==> config.mk <==
export PLATFORM = sky130hd
export DESIGN_NAME = booth_mul_seq_flat
export DESIGN_NICKNAME = d
export VERILOG_FILES = /design/src/rtl/booth_mul_seq_if.sv /design/src/rtl/booth_mul_seq.sv /design/src/flat_wrapper.sv
export SDC_FILE = /design/constraint.sdc
export NUM_CORES = 1
export LEC_CHECK = 0
export BUFFER_PORTS_ARGS = -buffer_cell sky130_fd_sc_hd__buf_4
export CORE_MARGIN = 3
export CORE_UTILIZATION = 50
export DETAILED_ROUTE_END_ITERATION = 6
export PLACE_DENSITY = 0.67
export SLEW_MARGIN = 20
export SYNTH_ARGS = -nofsm -noshare
export SYNTH_HDL_FRONTEND = slang
export SYNTH_SLANG_ARGS = --single-unit
==> constraint.sdc <==
create_clock -name clk -period 8.6 [get_ports clk]
set_clock_uncertainty 0.15 [all_clocks]
set_input_delay 0.86 -clock clk [delete_from_list [all_inputs] [get_ports clk]]
set_output_delay 0.86 -clock clk [all_outputs]
set_load 0.02 [all_outputs]
==> src/rtl/booth_mul_seq_if.sv <==
// Operand/product handshake bundle for the radix-4 Booth multiplier.
// The master side supplies operands and consumes products; the slave side is the multiplier.
interface booth_mul_seq_if #(
  parameter int WIDTH_A = 16,
  parameter int WIDTH_B = 16
) ();
  logic                       in_valid;
  logic                       in_ready;
  logic [WIDTH_A-1:0]         a;
  logic [WIDTH_B-1:0]         b;
  logic                       signed_mode;
  logic                       out_valid;
  logic                       out_ready;
  logic [WIDTH_A+WIDTH_B-1:0] out_p;
  logic                       busy;

  modport master (
    output in_valid, a, b, signed_mode, out_ready,
    input  in_ready, out_valid, out_p, busy
  );

  modport slave (
    input  in_valid, a, b, signed_mode, out_ready,
    output in_ready, out_valid, out_p, busy
  );
endinterface

==> src/rtl/booth_mul_seq.sv <==
// Iterative radix-4 Booth multiplier retiring DIGITS_PER_CYC digits per cycle,
// signed/unsigned per transaction, with optional zeroing of low product bits.
module booth_mul_seq #(
  parameter int WIDTH_A        = 16,
  parameter int WIDTH_B        = 16,
  parameter int DIGITS_PER_CYC = 1,
  parameter int APPROX_W       = 0
) (
  input logic            clk,
  input logic            rst_n,
  booth_mul_seq_if.slave bus
);
  localparam int unsigned NDIG = WIDTH_B / 2 + 1;
  localparam int unsigned PW   = WIDTH_A + WIDTH_B;
  localparam int unsigned AW   = PW + 2;
  localparam int unsigned BW   = 2 * NDIG + 1;   // includes the implicit b[-1] at bit 0
  localparam int unsigned DPC  = DIGITS_PER_CYC;
  localparam int unsigned IW   = $clog2(NDIG + DPC + 1);
  localparam logic [PW-1:0] OUT_MASK = {PW{1'b1}} << APPROX_W;

  typedef enum logic [1:0] {S_IDLE, S_CALC, S_DONE} state_e;

  state_e             state_q, state_d;
  logic [WIDTH_A-1:0] a_q;
  logic [WIDTH_B-1:0] b_q;
  logic               signed_q;
  logic [AW-1:0]      acc_q, acc_d;
  logic [IW-1:0]      idx_q;
  logic [PW-1:0]      p_q;

  logic               accept;
  logic               last_cyc;
  logic [AW-1:0]      a_ext;
  logic [BW-1:0]      b_ext;
  logic [31:0]        dig;
  logic [2:0]         trip;
  logic [AW-1:0]      a_sh;

  assign accept   = bus.in_valid && (state_q == S_IDLE);
  assign last_cyc = (32'(idx_q) + DPC) >= NDIG;

  // Operands are stored raw; the registered mode decides how they extend.
  assign a_ext = {{(AW - WIDTH_A){signed_q & a_q[WIDTH_A-1]}}, a_q};
  assign b_ext = {{(BW - 1 - WIDTH_B){signed_q & b_q[WIDTH_B-1]}}, b_q, 1'b0};

  // NOTE: every variable written in always_comb gets a default first, so no latch is inferred.
  always_comb begin
    acc_d = acc_q;
    dig   = '0;
    trip  = '0;
    a_sh  = '0;
    for (int j = 0; j < DIGITS_PER_CYC; j++) begin
      dig  = 32'(idx_q) + 32'(j);
      trip = 3'(b_ext >> (2 * dig));
      a_sh = a_ext << (2 * dig);
      // Digits past the top one are out of range and contribute nothing.
      if (dig < NDIG) begin
        case (trip)
          3'b001, 3'b010: acc_d = acc_d + a_sh;
          3'b011:         acc_d = acc_d + (a_sh << 1);
          3'b100:         acc_d = acc_d - (a_sh << 1);
          3'b101, 3'b110: acc_d = acc_d - a_sh;
          default:        ;
        endcase
      end
    end
  end

  always_comb begin
    state_d = state_q;
    case (state_q)
      S_IDLE:  if (bus.in_valid) state_d = S_CALC;
      S_CALC:  if (last_cyc)     state_d = S_DONE;
      S_DONE:  if (bus.out_ready) state_d = S_IDLE;
      default: state_d = S_IDLE;
    endcase
  end

  // NOTE: sequential state uses non-blocking assignments so every register samples pre-edge values.
  always_ff @(posedge clk or negedge rst_n) begin
    if (!rst_n) begin
      state_q <= S_IDLE;
    end else begin
      state_q <= state_d;
    end
  end

  always_ff @(posedge clk or negedge rst_n) begin
    if (!rst_n) begin
      a_q      <= '0;
      b_q      <= '0;
      signed_q <= 1'b0;
      acc_q    <= '0;
      idx_q    <= '0;
      p_q      <= '0;
    end else if (accept) begin
      a_q      <= bus.a;
      b_q      <= bus.b;
      signed_q <= bus.signed_mode;
      acc_q    <= '0;
      idx_q    <= '0;
    end else if (state_q == S_CALC) begin
      acc_q <= acc_d;
      idx_q <= idx_q + IW'(DPC);
      if (last_cyc) p_q <= acc_d[PW-1:0] & OUT_MASK;
    end
  end

  assign bus.in_ready  = (state_q == S_IDLE);
  assign bus.out_valid = (state_q == S_DONE);
  assign bus.busy      = (state_q != S_IDLE);
  assign bus.out_p     = p_q;
endmodule

==> src/flat_wrapper.sv <==
// flat-port wrapper written by rule: the top's interface ports become plain ports
module booth_mul_seq_flat 
#(
  parameter int WIDTH_A        = 16,
  parameter int WIDTH_B        = 16,
  parameter int DIGITS_PER_CYC = 1,
  parameter int APPROX_W       = 0
)
  (clk, rst_n, bus_in_valid, bus_a, bus_b, bus_signed_mode, bus_out_ready, bus_in_ready, bus_out_valid, bus_out_p, bus_busy);
  booth_mul_seq_if #(.WIDTH_A(WIDTH_A), .WIDTH_B(WIDTH_B)) bus_i ();
  input logic clk;
  input logic rst_n;
  input wire logic [$bits(bus_i.in_valid)-1:0] bus_in_valid;
  input wire logic [$bits(bus_i.a)-1:0] bus_a;
  input wire logic [$bits(bus_i.b)-1:0] bus_b;
  input wire logic [$bits(bus_i.signed_mode)-1:0] bus_signed_mode;
  input wire logic [$bits(bus_i.out_ready)-1:0] bus_out_ready;
  output wire logic [$bits(bus_i.in_ready)-1:0] bus_in_ready;
  output wire logic [$bits(bus_i.out_valid)-1:0] bus_out_valid;
  output wire logic [$bits(bus_i.out_p)-1:0] bus_out_p;
  output wire logic [$bits(bus_i.busy)-1:0] bus_busy;
  assign bus_i.in_valid = bus_in_valid;
  assign bus_i.a = bus_a;
  assign bus_i.b = bus_b;
  assign bus_i.signed_mode = bus_signed_mode;
  assign bus_i.out_ready = bus_out_ready;
  assign bus_in_ready = bus_i.in_ready;
  assign bus_out_valid = bus_i.out_valid;
  assign bus_out_p = bus_i.out_p;
  assign bus_busy = bus_i.busy;
  booth_mul_seq #(.WIDTH_A(WIDTH_A), .WIDTH_B(WIDTH_B), .DIGITS_PER_CYC(DIGITS_PER_CYC), .APPROX_W(APPROX_W)) u_core (.clk(clk), .rst_n(rst_n), .bus(bus_i));
endmodule
==> reports/results.ini, run 1 <==
[sta]
rsz0062_at_grt = no
fin_setup_tns_ns = 0
slew_viol_final = 0
period_minus_slack_ns = 6.83
setup_violations = 0
final-hold-violation-count = 0
fmax_ghz = 0.146
tightestPinTransition_ns = 0.982
fin_crit_sh_pct = 79.4
relSlewSlack_pct = 34.5

[cts]
cts.repair.resized = 0
clkTransAtPathRegs_ns = 0.09
clock_latency_ns = 0.37
clockRootBuffer = clkbuf_16
cts_sinks = 103
cts_hold_buf = 0
cts_tree = yes
post_cts_buffers = 0
htree_levels = 3
cts-buffers-inserted = 9
clockBufferDepth = 2

[die]
die_area_um2 = 22200
io_pins = 72
std_cell_rows = 51
start_util_pct = 51.8
die_h_um = 149
core_area_um2 = 19800
die_x_um = 149

[global_route]
grt-busiest-layer = met1
grt_use_total_pct = 26.5
grt_max_degree = 68
grt_pass1_vias = 8943
grt_pass1_wl_mm = 47.8
gr-usage-met1_pct = 40.3
antenna_found_initial = 0
use_met3_pct = 3.68
use_met2_pct = 39.6
overflow = 0

[worst_setup_path]
path_max_fanout = 48
r2r_slack_ns = 1.77
crit_path_start_kind = flip-flop
crit_type = flip-flop to flip-flop
r2r_start = u_core.idx_q[1]
cp-end-kind = flip-flop
reg2regPathDepth = 21
crit_start = u_core.idx_q[1]
cp.arrival_ns = 6.91
cp.required_ns = 8.68
r2r_end = u_core.bus.out_p[30]
crit_end = u_core.bus.out_p[30]

[placement]
place.port_buffers = 71
gp_congestion = 0.976
dpl.hpwl_mm = 22.2

[synth]
syn_area_um2 = 10200
yosysTopAreaCellShare_pct = 25.2
synth_cell_types = 87
syn-num-nets = 1416
synth_edf_count = 0
synth_seq_cells = 103
syn_inst = 1309
ys.flop_type = dfrtp_1
synth_area_per_cell_um2 = 7.82
synth_area_leaders = dfrtp_1, ha_1, nand2_1, o21ai_0, xnor2_1
async_reset_ff_share_pct = 100
ys.warnings.count = 0
ys_seq_area_share_pct = 25.2
synth.largest_area_cell = dfrtp_1

[detailed_routing]
drtIter0Drc = 860
routed_wl_mm = 29.2
drt_first_pass_iters = 5
avgViaCountPerCell = 6.07
drc = 0
vias = 9746
ant_nets = 0
wl_per_cell_um = 18.2

[finish]
nNetsFinal = 1443
areaGrowthSynthToFinish_pct = 9.21
multi_input_area_um2 = 7170
final-seq-area_um2 = 2580
fill_cells = 1949
antennaDiodeCount = 0
drive_gt1_share_pct = 10.4

[run]
maxCapViolations = 0

[run_status]
run_status = completed

[min_path]
hold_class = primary input to async pin

## metrics by stage
stage / std cells / setup WS [ns] / hold slack (ns) / area, um^2 / utilization, %
final: 1606 / 1.77 / 0.300 / 11200 / 56.5
after global routing: 1606 / 1.33 / 0.348 / 11200 / 56.5
after CTS: 1606 / 1.94 / 0.319 / 11200 / 56.5
after detailed placement: 1590 / 1.97 / 0.314 / 10900 / 54.9
after global placement: 1590 / 2.06 / 0.308 / 10900 / 54.9
after floorplan: 1309 / 2.91 / 0.290 / 10200 / -
## area by class of cell
class,count,area share (%)
Sequential cell,103,23.1
Timing Repair Buffer,87,5.84
Clock buffer,9,2.01
Tap cell,265,2.97
Inverter,33,1.11
Multi-Input combinational cell,1102,64.1
Clock inverter,7,0.906
## synth_stat cells, types with 9 or more instances
cell type,number
nor3_1,20
a21oi_1,74
nor2_1,106
mux4_2,9
buf_6,9
o21a_1,9
a221oi_1,13
nand4_1,9
o211ai_1,11
a31oi_1,13
or3_1,12
nand2_1,218
nor2b_1,18
xnor2_1,58
mux2i_1,27
clkbuf_1,48
a22oi_1,9
inv_1,30
a21o_1,26
ha_1,68
o31ai_1,9
o22ai_1,11
nand3_1,51
dfrtp_1,103
nand2b_1,23
xor2_1,39
o21ai_0,132
## logic make-up after synthesis
kind of cell | count (synthesis) | share of synthesized area, %
flops | 103 | 25.2
fa+ha+maj | 70 | 8.70
mux | 44 | 5.99
buf+inv | 104 | 4.94
compound gates | 385 | 24.0
simple gates | 505 | 22.8
xor+xnor | 98 | 8.46
## cells in the final DEF, fill, tap and decap left out, types with 11 or more instances in the layout
cell,instances
xor2_1,39
nand3_1,51
buf_4,87
nor3_1,20
mux2i_1,27
o22ai_1,11
xnor2_1,58
nand2b_1,22
inv_1,30
nor2b_1,18
a221oi_1,13
or3_1,12
a31oi_1,13
o211ai_1,11
a21o_1,26
o21ai_0,132
a21oi_1,74
nand2_1,216
nor2_1,106
ha_1,68
dfrtp_1,102
## sequential cells by signal, indices dropped and copies added (netlist names)
signal            flops
u_core.bus.out_p     32
u_core.b_q           16
u_core.state_q        2
u_core.acc_q         32
u_core.signed_q       1
u_core.a_q           16
u_core.idx_q          4
## worst max-delay path, cell delays in order, from the launching register on
cell      delay [ns]
dfrtp_1         0.33
buf_4           0.41
clkinv_1        0.57
a31oi_1         0.27
o21ai_0         0.08
o21ai_0         0.36
ha_1            0.23
nand2b_1        0.35
o21ai_0         0.45
inv_1           0.08
ha_1            0.27
nor2b_1         0.13
o21a_1          0.18
o21ai_0         0.26
a31oi_1         0.21
a41oi_1         0.56
o211ai_1        0.37
a311oi_1        0.63
o21ai_0         0.19
xor2_1          0.17
a221oi_1        0.29
o21ai_0         0.13
## routing by layer
metal  wire, um  vias up
li1           -     4797
met1      14300     4580
met2      12600      334
met3       1790       35
met4        505        0
met5          0        -
## worst min path at each step
| stage | depth (start not counted) | slack [ns] | to | startpoint |
|---|---|---|---|---|
| after global placement | 2 | 0.31 | u_core.b_q[6] | u_core.b_q[6] |
| after global routing | 1 | 0.35 | u_core.acc_q[9] | rst_n |
| after detailed placement | 2 | 0.31 | u_core.b_q[6] | u_core.b_q[6] |
| after floorplan | 2 | 0.29 | u_core.b_q[12] | u_core.b_q[12] |
| final | 1 | 0.30 | u_core.acc_q[9] | rst_n |
| after CTS | 1 | 0.32 | u_core.acc_q[9] | rst_n |
Power of run 1 is left out: the tool's default activity adds up to more than one toggle a clock period on the data nets, which glitch-free logic cannot reach.
==> run 2: changes to the inputs <==
--- a/config.mk
+++ b/config.mk
@@ -9,7 +9,7 @@
 export CORE_MARGIN = 3
 export CORE_UTILIZATION = 50
 export DETAILED_ROUTE_END_ITERATION = 6
-export PLACE_DENSITY = 0.67
+export PLACE_DENSITY = 0.7
 export SLEW_MARGIN = 20
 export SYNTH_ARGS = -nofsm -noshare
 export SYNTH_HDL_FRONTEND = slang
==> constraint.sdc (replaced) <==
create_clock -name clk -period 6 [get_ports clk]
set_clock_uncertainty 0.15 [all_clocks]
set_input_delay 0.6 -clock clk [delete_from_list [all_inputs] [get_ports clk]]
set_output_delay 0.6 -clock clk [all_outputs]
set_load 0.02 [all_outputs]
==> reports/results.ini, run 2 (synthesized netlist as in run 1, its figures left out) <==
[detailed_routing]
ant_nets = 0  ; unchanged
drt_first_pass_iters = 5  ; unchanged
drc = 0  ; unchanged
wl_per_cell_um = 18.4  ; +0.96%
avgViaCountPerCell = 6.08  ; +0.16%
drtIter0Drc = 866  ; +0.70%
routed_wl_mm = 30.1  ; +3.0%
vias = 9962  ; +2.2%

[sta]
fmax_ghz = 0.175  ; +19%
period_minus_slack_ns = 5.72  ; -1.11 ns
fin_crit_sh_pct = 95.3  ; +16 points
whs_ns = 0.0334  ; -0.267 ns
final-hold-violation-count = 0  ; unchanged
tightestPinTransition_ns = 0.986  ; +0.00353 ns
rsz0062_at_grt = no
fin_setup_tns_ns = 0  ; unchanged
relSlewSlack_pct = 34.1  ; -0.39 points
setup_violations = 0  ; unchanged
slew_viol_final = 0  ; unchanged

[global_route]
grt_use_total_pct = 27.4  ; +0.90 points
grt_max_degree = 68  ; unchanged
antenna_found_initial = 0  ; unchanged
overflow = 0  ; unchanged
grt_pass1_vias = 9319  ; +4.2%
grt_pass1_wl_mm = 49.4  ; +3.2%

[worst_setup_path]
crit_path_start_kind = flip-flop
r2r_slack_ns = 0.28  ; -1.49 ns
r2r_end = u_core.acc_q[30]
cp-end-kind = flip-flop
max_stage_delay_ns = 0.63  ; about the same
crit_family = compound AO/OA/AOI/OAI gates
crit_path_top_delay_cell = mux4_1
path_max_fanout = 34  ; -29%
cp.arrival_ns = 5.79  ; -1.12 ns
path_buf_inv = 3  ; unchanged
crit_type = flip-flop to flip-flop
r2r_start = u_core.idx_q[0]
reg2regPathDepth = 21  ; unchanged
cp.required_ns = 6.07  ; -2.61 ns
path_cells = buf_12, mux4_1, a222oi_1, buf_4, nand3b_1, nor4_1, and3_1, nor2_1, xor2_1, ha_1, a21o_1, a21o_1, a21oi_1, inv_1, a21oi_1, nor2b_1, a311oi_2, o21ai_0, xor2_1, a221oi_1, o21ai_0

[placement]
place.port_buffers = 71  ; unchanged
dpl.hpwl_mm = 23.1  ; +3.7%
gp_congestion = 1.04  ; +6.7%
dpl_cell_area_um2 = 11100  ; +2.4%

[run_status]
run_status = completed

[run]
maxCapViolations = 0  ; unchanged

[cts]
clockBufferDepth = 2  ; unchanged
cts_sinks = 103  ; unchanged
clockRootBuffer = clkbuf_16
cts_hold_buf = 0  ; unchanged
post_cts_buffers = 0  ; unchanged
clkTransAtPathRegs_ns = 0.08  ; about the same
cts-buffers-inserted = 9  ; unchanged
clock_latency_ns = 0.37  ; about the same
cts_tree = yes
htree_levels = 3  ; unchanged

[die]
die_x_um = 149  ; unchanged
die_area_um2 = 22200  ; unchanged
start_util_pct = 51.8  ; unchanged
std_cell_rows = 51  ; unchanged
core_area_um2 = 19800  ; unchanged
io_pins = 72  ; unchanged
die_h_um = 149  ; unchanged

[finish]
fill_cells = 1909  ; -2.1%
final-seq-area_um2 = 2580  ; +0.19%
nNetsFinal = 1476  ; +2.3%
layout_commonest_cell = nand2_1
stdcell_area_um2 = 11500  ; +2.4%
mostFrequentLayoutCells = nand2_1, o21ai_0, buf_4, nor2_1, dfrtp_1
antennaDiodeCount = 0  ; unchanged
drive_gt1_share_pct = 13.1  ; +2.7 points
utilization_pct = 57.9  ; +1.4 points
areaGrowthSynthToFinish_pct = 11.9
multi_input_area_um2 = 7200  ; +0.42%

[min_path]
hold_class = primary input to async pin

## run 2: through the flow
| step | instances | setup WS [ns] |
|---|---|---|
| floorplan | 1309 | 0.313 |
| global placement | 1623 | 0.292 |
| detailed placement | 1623 | 0.175 |
| CTS | 1639 | 0.147 |
| global route | 1639 | 0.000140 |
| finish | 1639 | 0.280 |
## run 2: repair_timing
action,4_1_cts,5_1_grt
endpoints found under the setup margin,0,14
hold endpoints to repair,0,0
resized for setup,0,10
## run 2: worst register-to-register path, cell delays in order (launching register included)
cell and delay, ns:
dfrtp_4 0.55, buf_12 0.26, mux4_1 0.64, a222oi_1 0.33, buf_4 0.21, nand3b_1 0.16
nor4_1 0.59, and3_1 0.26, nor2_1 0.06, xor2_1 0.14, ha_1 0.21, a21o_1 0.17
a21o_1 0.18, a21oi_1 0.14, inv_1 0.06, a21oi_1 0.13, nor2b_1 0.07, a311oi_2 0.41
o21ai_0 0.17, xor2_1 0.17, a221oi_1 0.36, o21ai_0 0.13
## run 2: worst max-delay path by stage
stage / startpoint / end / slack [ns] / cells after the start
3_3_place_gp: u_core.idx_q[0] / u_core.acc_q[30] / 0.29 / 21
4_1_cts: u_core.idx_q[0] / u_core.acc_q[30] / 0.15 / 21
6_report: u_core.idx_q[0] / u_core.acc_q[30] / 0.28 / 21
2_1_floorplan: u_core.idx_q[0] / u_core.acc_q[29] / 0.31 / 26
5_1_grt: u_core.idx_q[0] / u_core.acc_q[30] / 0.0001 / 22
3_5_place_dp: u_core.idx_q[0] / u_core.acc_q[30] / 0.18 / 21
## run 2: layout make-up
cell class,count,area share (%)
clock buffer,9,1.97
clock inverter,7,0.666
inverter,33,1.08
multi-input combinational,1102,62.9
sequential,103,22.6
tap,265,2.90
timing repair buffer,120,7.98
## run 2: metal layers
metal	up-vias	track usage [%]	wire length, um
met1	4719	40.6	14200
li1	4834	-	-
met3	37	3.22	1910
met5	-	0	0
met4	0	7.69	544
met2	372	42.4	13400
Power of run 2 is left out for the same reason.
